## src/rtl/m92_pkg.sv

```systemverilog
// Shared M92 definitions: ROM sequencer states, default bank I/O port and the
// SDRAM byte base of the CPU program ROM region.
package m92_pkg;

    typedef enum logic [1:0] {
        IDLE   = 2'd0,
        LOOKUP = 2'd1,
        FETCH  = 2'd2,
        DONE   = 2'd3
    } rom_seq_state_t;

    localparam logic [7:0]  M92_BANK_PORT    = 8'h20;
    localparam logic [24:0] M92_SDR_ROM_BASE = 25'h000000;

    // Word address to SDRAM byte address; the add wraps at 2^25 by width.
    function automatic logic [24:0] rom_sdr_addr(input logic [24:0] base,
                                                 input logic [18:0] word);
        return base + {5'd0, word, 1'b0};
    endfunction

endpackage

```

## src/rtl/m92_rom_word_buffer.sv

```systemverilog
// One-entry ROM read buffer: 19-bit word tag, valid flag and 16-bit data,
// looked up combinationally and filled on a completed SDRAM fetch.
module m92_rom_word_buffer (
    input  logic        clk_sys,
    input  logic        reset,
    input  logic [18:0] lookup_tag,
    output logic        lookup_hit,
    output logic [15:0] lookup_data,
    input  logic        fill_en,
    input  logic [18:0] fill_tag,
    input  logic [15:0] fill_data
);

    logic        valid_q;
    logic [18:0] tag_q;
    logic [15:0] data_q;

    always_ff @(posedge clk_sys) begin
        if (reset) begin
            valid_q <= 1'b0;
        end else if (fill_en) begin
            valid_q <= 1'b1;
        end
    end

    // Tag and data need no reset: they are only observed through valid_q.
    always_ff @(posedge clk_sys) begin
        if (fill_en) begin
            tag_q  <= fill_tag;
            data_q <= fill_data;
        end
    end

    assign lookup_hit  = valid_q && (tag_q == lookup_tag);
    assign lookup_data = data_q;

endmodule

```

## src/rtl/m92_rom_sequencer.sv

```systemverilog
// M92 main-CPU program ROM sequencer: bank register, wait-state control and
// level req/ack fetches from the SDRAM ROM channel behind a one-word buffer.
module m92_rom_sequencer
    import m92_pkg::*;
#(
    parameter logic [7:0]  BANK_PORT = M92_BANK_PORT,
    parameter logic [24:0] ROM_BASE  = M92_SDR_ROM_BASE,
    parameter bit          BUF_EN    = 1'b1
) (
    input  logic        clk_sys,
    input  logic        reset,
    input  logic        ce_cpu,
    input  logic        cpu_mreq,
    input  logic        cpu_rd,
    input  logic        cpu_rom_memrq,
    input  logic [19:0] rom_addr,
    input  logic        io_wr,
    input  logic [7:0]  io_addr,
    input  logic [7:0]  io_din,
    output logic [3:0]  bank_select,
    output logic        cpu_ready,
    output logic [15:0] cpu_rom_dout,
    output logic        sdr_req,
    output logic [24:0] sdr_addr,
    input  logic        sdr_ack,
    input  logic [15:0] sdr_data
);

    rom_seq_state_t state_q, state_d;
    logic [3:0]     bank_q, bank_d;
    logic           ready_q, ready_d;
    logic [15:0]    dout_q, dout_d;
    logic           req_q, req_d;
    logic [24:0]    addr_q, addr_d;
    logic [18:0]    word_q, word_d;
    logic           fill_en;
    logic           buf_hit;
    logic [15:0]    buf_data;
    logic           unused_bits;

    // Byte lane and the upper bank-port data bits carry no information here.
    assign unused_bits = ^{rom_addr[0], io_din[7:4]};

    m92_rom_word_buffer u_buf (
        .clk_sys     (clk_sys),
        .reset       (reset),
        .lookup_tag  (word_q),
        .lookup_hit  (buf_hit),
        .lookup_data (buf_data),
        .fill_en     (fill_en),
        .fill_tag    (word_q),
        .fill_data   (sdr_data)
    );

    always_comb begin
        state_d = state_q;
        bank_d  = bank_q;
        ready_d = ready_q;
        dout_d  = dout_q;
        req_d   = req_q;
        addr_d  = addr_q;
        word_d  = word_q;
        fill_en = 1'b0;

        if (ce_cpu && io_wr && (io_addr == BANK_PORT)) begin
            bank_d = io_din[3:0];
        end

        case (state_q)
            IDLE: begin
                if (ce_cpu && cpu_mreq && cpu_rom_memrq && cpu_rd) begin
                    word_d  = rom_addr[19:1];
                    ready_d = 1'b0;
                    state_d = LOOKUP;
                end
            end
            LOOKUP: begin
                if (BUF_EN && buf_hit) begin
                    dout_d  = buf_data;
                    ready_d = 1'b1;
                    state_d = DONE;
                end else begin
                    req_d   = 1'b1;
                    addr_d  = rom_sdr_addr(ROM_BASE, word_q);
                    state_d = FETCH;
                end
            end
            FETCH: begin
                // Waits on the SDRAM, not the CPU, so ce_cpu is not required.
                if (sdr_ack) begin
                    dout_d  = sdr_data;
                    fill_en = 1'b1;
                    req_d   = 1'b0;
                    ready_d = 1'b1;
                    state_d = DONE;
                end
            end
            DONE: begin
                if (ce_cpu) begin
                    state_d = IDLE;
                end
            end
            default: state_d = IDLE;
        endcase
    end

    always_ff @(posedge clk_sys) begin
        if (reset) begin
            state_q <= IDLE;
            bank_q  <= 4'd0;
            ready_q <= 1'b1;
            dout_q  <= 16'd0;
            req_q   <= 1'b0;
            addr_q  <= 25'd0;
        end else begin
            state_q <= state_d;
            bank_q  <= bank_d;
            ready_q <= ready_d;
            dout_q  <= dout_d;
            req_q   <= req_d;
            addr_q  <= addr_d;
        end
    end

    always_ff @(posedge clk_sys) begin
        word_q <= word_d;
    end

    assign bank_select  = bank_q;
    assign cpu_ready    = ready_q;
    assign cpu_rom_dout = dout_q;
    assign sdr_req      = req_q;
    assign sdr_addr     = addr_q;

endmodule

```

## config.mk

```make
export PLATFORM = sky130hd
export DESIGN_NAME = m92_rom_sequencer
export DESIGN_NICKNAME = d
export VERILOG_FILES = /design/src/rtl/m92_pkg.sv /design/src/rtl/m92_rom_word_buffer.sv /design/src/rtl/m92_rom_sequencer.sv
export SDC_FILE = /design/constraint.sdc
export NUM_CORES = 1
export LEC_CHECK = 0
export ABC_AREA = 1
export CAP_MARGIN = 20
export CORE_UTILIZATION = 49
export DETAILED_ROUTE_END_ITERATION = 8
export PLACE_DENSITY = 0.8
export SLEW_MARGIN = 20
export SYNTH_ARGS = -nofsm -noshare
export SYNTH_HDL_FRONTEND = slang
export SYNTH_SLANG_ARGS = --single-unit
```

## constraint.sdc

```tcl
create_clock -name clk_sys -period 2.6 [get_ports clk_sys]
set_clock_uncertainty 0.1 [all_clocks]
set_input_delay 0.65 -clock clk_sys [delete_from_list [all_inputs] [get_ports clk_sys]]
set_output_delay 0.65 -clock clk_sys [all_outputs]
set_load 0.1 [all_outputs]
```

==> flow_summary.toml <==
[grt]
met1_usage = 0.273
grt.met3_usage = 0.0314
via_count_of_the_first_global_routing_pass = 3109
gr-usage-all-layers = 0.210
gr_busiest_metal = "met2"
grt_util_met2 = 0.353
grt_max_degree = 35
grt_pass1_wl_mm = 14.3
antenna_found_initial = 0
grt_overflow = 0

[synth]
synth.top_cell.area_share = 0.387
synth_xor_xnor_area_share = 0.00418
netlist_instances = 502
synth_top_cells_by_area = "sky130_fd_sc_hd__edfxtp_1, sky130_fd_sc_hd__dfxtp_1, sky130_fd_sc_hd__nand2_1, sky130_fd_sc_hd__nor2_1, sky130_fd_sc_hd__inv_1"
synth.cell_area_um2 = 4200
synth-seq-area-share = 0.596
share_of_the_synthesized_area_in_compound_gates_ao_oa_aoi_oai = 0.0382
largest_family_of_logic_cells_by_synthesized_area = "simple AND/OR/NAND/NOR gates"
ys.warnings.count = 0
synth.mux.area_fraction = 0
netlist_top_cells_count = "sky130_fd_sc_hd__nand2_1, sky130_fd_sc_hd__nor2_1, sky130_fd_sc_hd__inv_1"
synth_area_per_cell_um2 = 8.36
synth_register_bits = 98
synth_async_sr_flop_share = 0
synth.distinct_cells = 23
synth.most_common_cell = "sky130_fd_sc_hd__nand2_1"
synthFlopType = "sky130_fd_sc_hd__edfxtp_1"
synth_top_area_cell = "sky130_fd_sc_hd__edfxtp_1"
synth-edff-count = 54
synthAdderAreaFrac = 0.0149
simple_gate_share_of_the_synthesized_area = 0.261

[placement]
io_buffers = 95
place.detailed.instances = 696
preCtsSetupSlack_ns = 0.257
finalWeightedCongestion = 0.818
dpl.hpwl_mm = 6.29

[power]
power-per-cell-area_nw_per_um2 = 1100
power.leakage_nw = 2.51
vdd_ir_drop_max_uv = 506

[timing]
period_share = 0.826
report.final.hold_viol_count = 0
setup_ws_ns = 0.451
holdWs_ns = 0.367
finalSetupTns_ns = 0
rsz0062_at_grt = "no"
report.final.slew_viol_count = 0
fmax_mhz = 465
post-route-min-period_ns = 2.15
worst_pin_slew_ns = 0.574
setup_viol_count_final = 0
slew_headroom = 0.616

[finish]
multiInputGateArea_um2 = 1360
layout.nets = 667
stdcell_count = 712
layout-area-overhead-vs-synth_pct = 28.4
post_route_cells_drive_above_1_share = 0.119
ff_latch_area_um2 = 2500
nFillCells = 690
antenna-diode-count = 0

[worst_setup_path]
worst_endpoint_required_time_ns = 2.74
worst_r2r_path_depth = 9
endpoint_kind = "flop"
startpoint_kind_of_the_worst_setup_timing_path = "flop"
critical_path_peak_fanout = 32
timing.critical_path.arrival_ns = 2.29
crit_type = "reg -> reg"
crit-reg2reg-capture = "cpu_rom_dout[15]$_SDFFE_PP0P_"
reg_to_reg_startpoint = "state_q[0]$_SDFFE_PP0P_"
reg2reg_setup_slack_ns = 0.45

[status]
status = "complete, no violations"

[floorplan]
design.core.area_um2 = 8260
dieHeight_um = 94.5
start_util = 0.508
io_pins = 107
fp.dieW_um = 94.5
die_area_um2 = 8940
fp-row-count = 33

[min_path]
worstHoldPathCells = 2
worst_hold_startpoint = "cpu_ready$_SDFFE_PP1P_"
hp-class = "reg -> reg"
min_delay_worst_endpoint = "cpu_ready$_SDFFE_PP1P_"

[detailed_routing]
ant_nets = 0
detail_route.iter0.violations = 173
routed_wl_mm = 8.79
via_per_inst = 4.69
via_count = 3338
drt_pre_antenna_iters = 4
wl_per_cell_um = 12.3
drc_errors = 0

[clocking]
h_tree_levels = 3
clkTransAtPathRegs_ns = 0.09
clock_path_buffers = 2
clock_sinks = 98
cts_made_buffers = 9
clock-root-buffer = "sky130_fd_sc_hd__clkbuf_8"
tritoncts_clock_tree = "yes"
post_cts_resize_count = 0
post_cts.repair.setup_buffers = 0
clk_latency_ns = 0.36
cts_hold_repair.buffers = 0

[flow_run]
max_cap_violations = 0
## layout make-up
type / count / area share
clock inverters: 7 / 0.0183
well taps: 105 / 0.0244
inverters: 62 / 0.0432
multi-input cells: 327 / 0.252
clock buffers: 9 / 0.0230
flip-flops and latches: 98 / 0.464
repair buffers: 104 / 0.175
## metal layers
metal | vias up | share of wire
met5 | - | 0
met4 | 0 | 0.020
met3 | 12 | 0.049
met2 | 92 | 0.48
met1 | 1497 | 0.45
li1 | 1737 | -
## through the flow
step | util | power, mW | area [um2]
final | 0.652 | 5.90 | 5390
after global routing | 0.652 | 6.23 | 5390
after CTS | 0.652 | 5.95 | 5390
after detailed placement | 0.625 | 4.85 | 5160
after global placement | 0.625 | 4.79 | 5160
after floorplan | - | 4.27 | 4210
## worst max-delay path by stage
stage                                        from                             end  slack, ns  depth (start not counted)
after floorplan           state_q[0]$_SDFFE_PP0P_  u_buf.lookup_data[0]$_DFFE_PP_       0.32                          6
after detailed placement                   ce_cpu         state_q[0]$_SDFFE_PP0P_       0.26                          7
after CTS                 state_q[0]$_SDFFE_PP0P_   cpu_rom_dout[15]$_SDFFE_PP0P_       0.44                          9
final                     state_q[0]$_SDFFE_PP0P_   cpu_rom_dout[15]$_SDFFE_PP0P_       0.45                          9
after global placement                     ce_cpu         state_q[0]$_SDFFE_PP0P_       0.32                          7
after global routing      state_q[0]$_SDFFE_PP0P_   cpu_rom_dout[15]$_SDFFE_PP0P_       0.18                          9
## cell usage in the layout, fill, tap and decap left out, drive strengths merged, types with 3 or more instances in the layout
| master | netlist | layout |
|---|---|---|
| conb | 1 | 6 |
| ha | 5 | 5 |
| nand4 | 3 | 3 |
| a21oi | 5 | 5 |
| inv | 61 | 64 |
| clkbuf | 4 | 9 |
| nand3 | 5 | 5 |
| nand2 | 162 | 162 |
| nor2 | 105 | 105 |
| edfxtp | 54 | 54 |
| buf | 16 | 50 |
| o21ai | 27 | 27 |
| clkdlybuf4s50 | 0 | 54 |
| dfxtp | 44 | 44 |
| nor3 | 4 | 4 |
## flip-flops by register name, indices dropped and copies added, names as in the netlist
signal / count
sdr_addr: 19
state_q: 2
word_q: 19
cpu_ready: 1
u_buf.tag_q: 19
cpu_rom_dout: 16
sdr_req: 1
u_buf.lookup_data: 16
u_buf.valid_q: 1
bank_select: 4
## power breakdown
group | internal, mW | leakage [nW] | total (mW) | switching [mW]
Clock | 0.551 | 0.111 | 1.09 | 0.535
Sequential | 1.91 | 0.851 | 2.05 | 0.139
Combinational | 0.638 | 1.55 | 2.77 | 2.13
## logic make-up (layout without fill, tap and decap cells)
group	Yosys count	after routing
other	1	6
flip-flops	98	98
AO/OA/AOI/OAI	32	32
buffers and inverters	82	182
XOR/XNOR	2	2
adder cells (fa/ha/maj)	5	5
AND/OR/NAND/NOR	282	282
## critical path, stage by stage (launching register included)
cell and delay [ns]:
sky130_fd_sc_hd__dfxtp_1 0.36, sky130_fd_sc_hd__inv_1 0.13, sky130_fd_sc_hd__ha_1 0.21, sky130_fd_sc_hd__clkinv_1 0.28
sky130_fd_sc_hd__nor2_1 0.18, sky130_fd_sc_hd__nor2_1 0.08, sky130_fd_sc_hd__nand2_2 0.44, sky130_fd_sc_hd__nand2_1 0.12
sky130_fd_sc_hd__nand2_1 0.09, sky130_fd_sc_hd__nor2_1 0.04
Note: power is estimated with default switching activity, not from simulation.
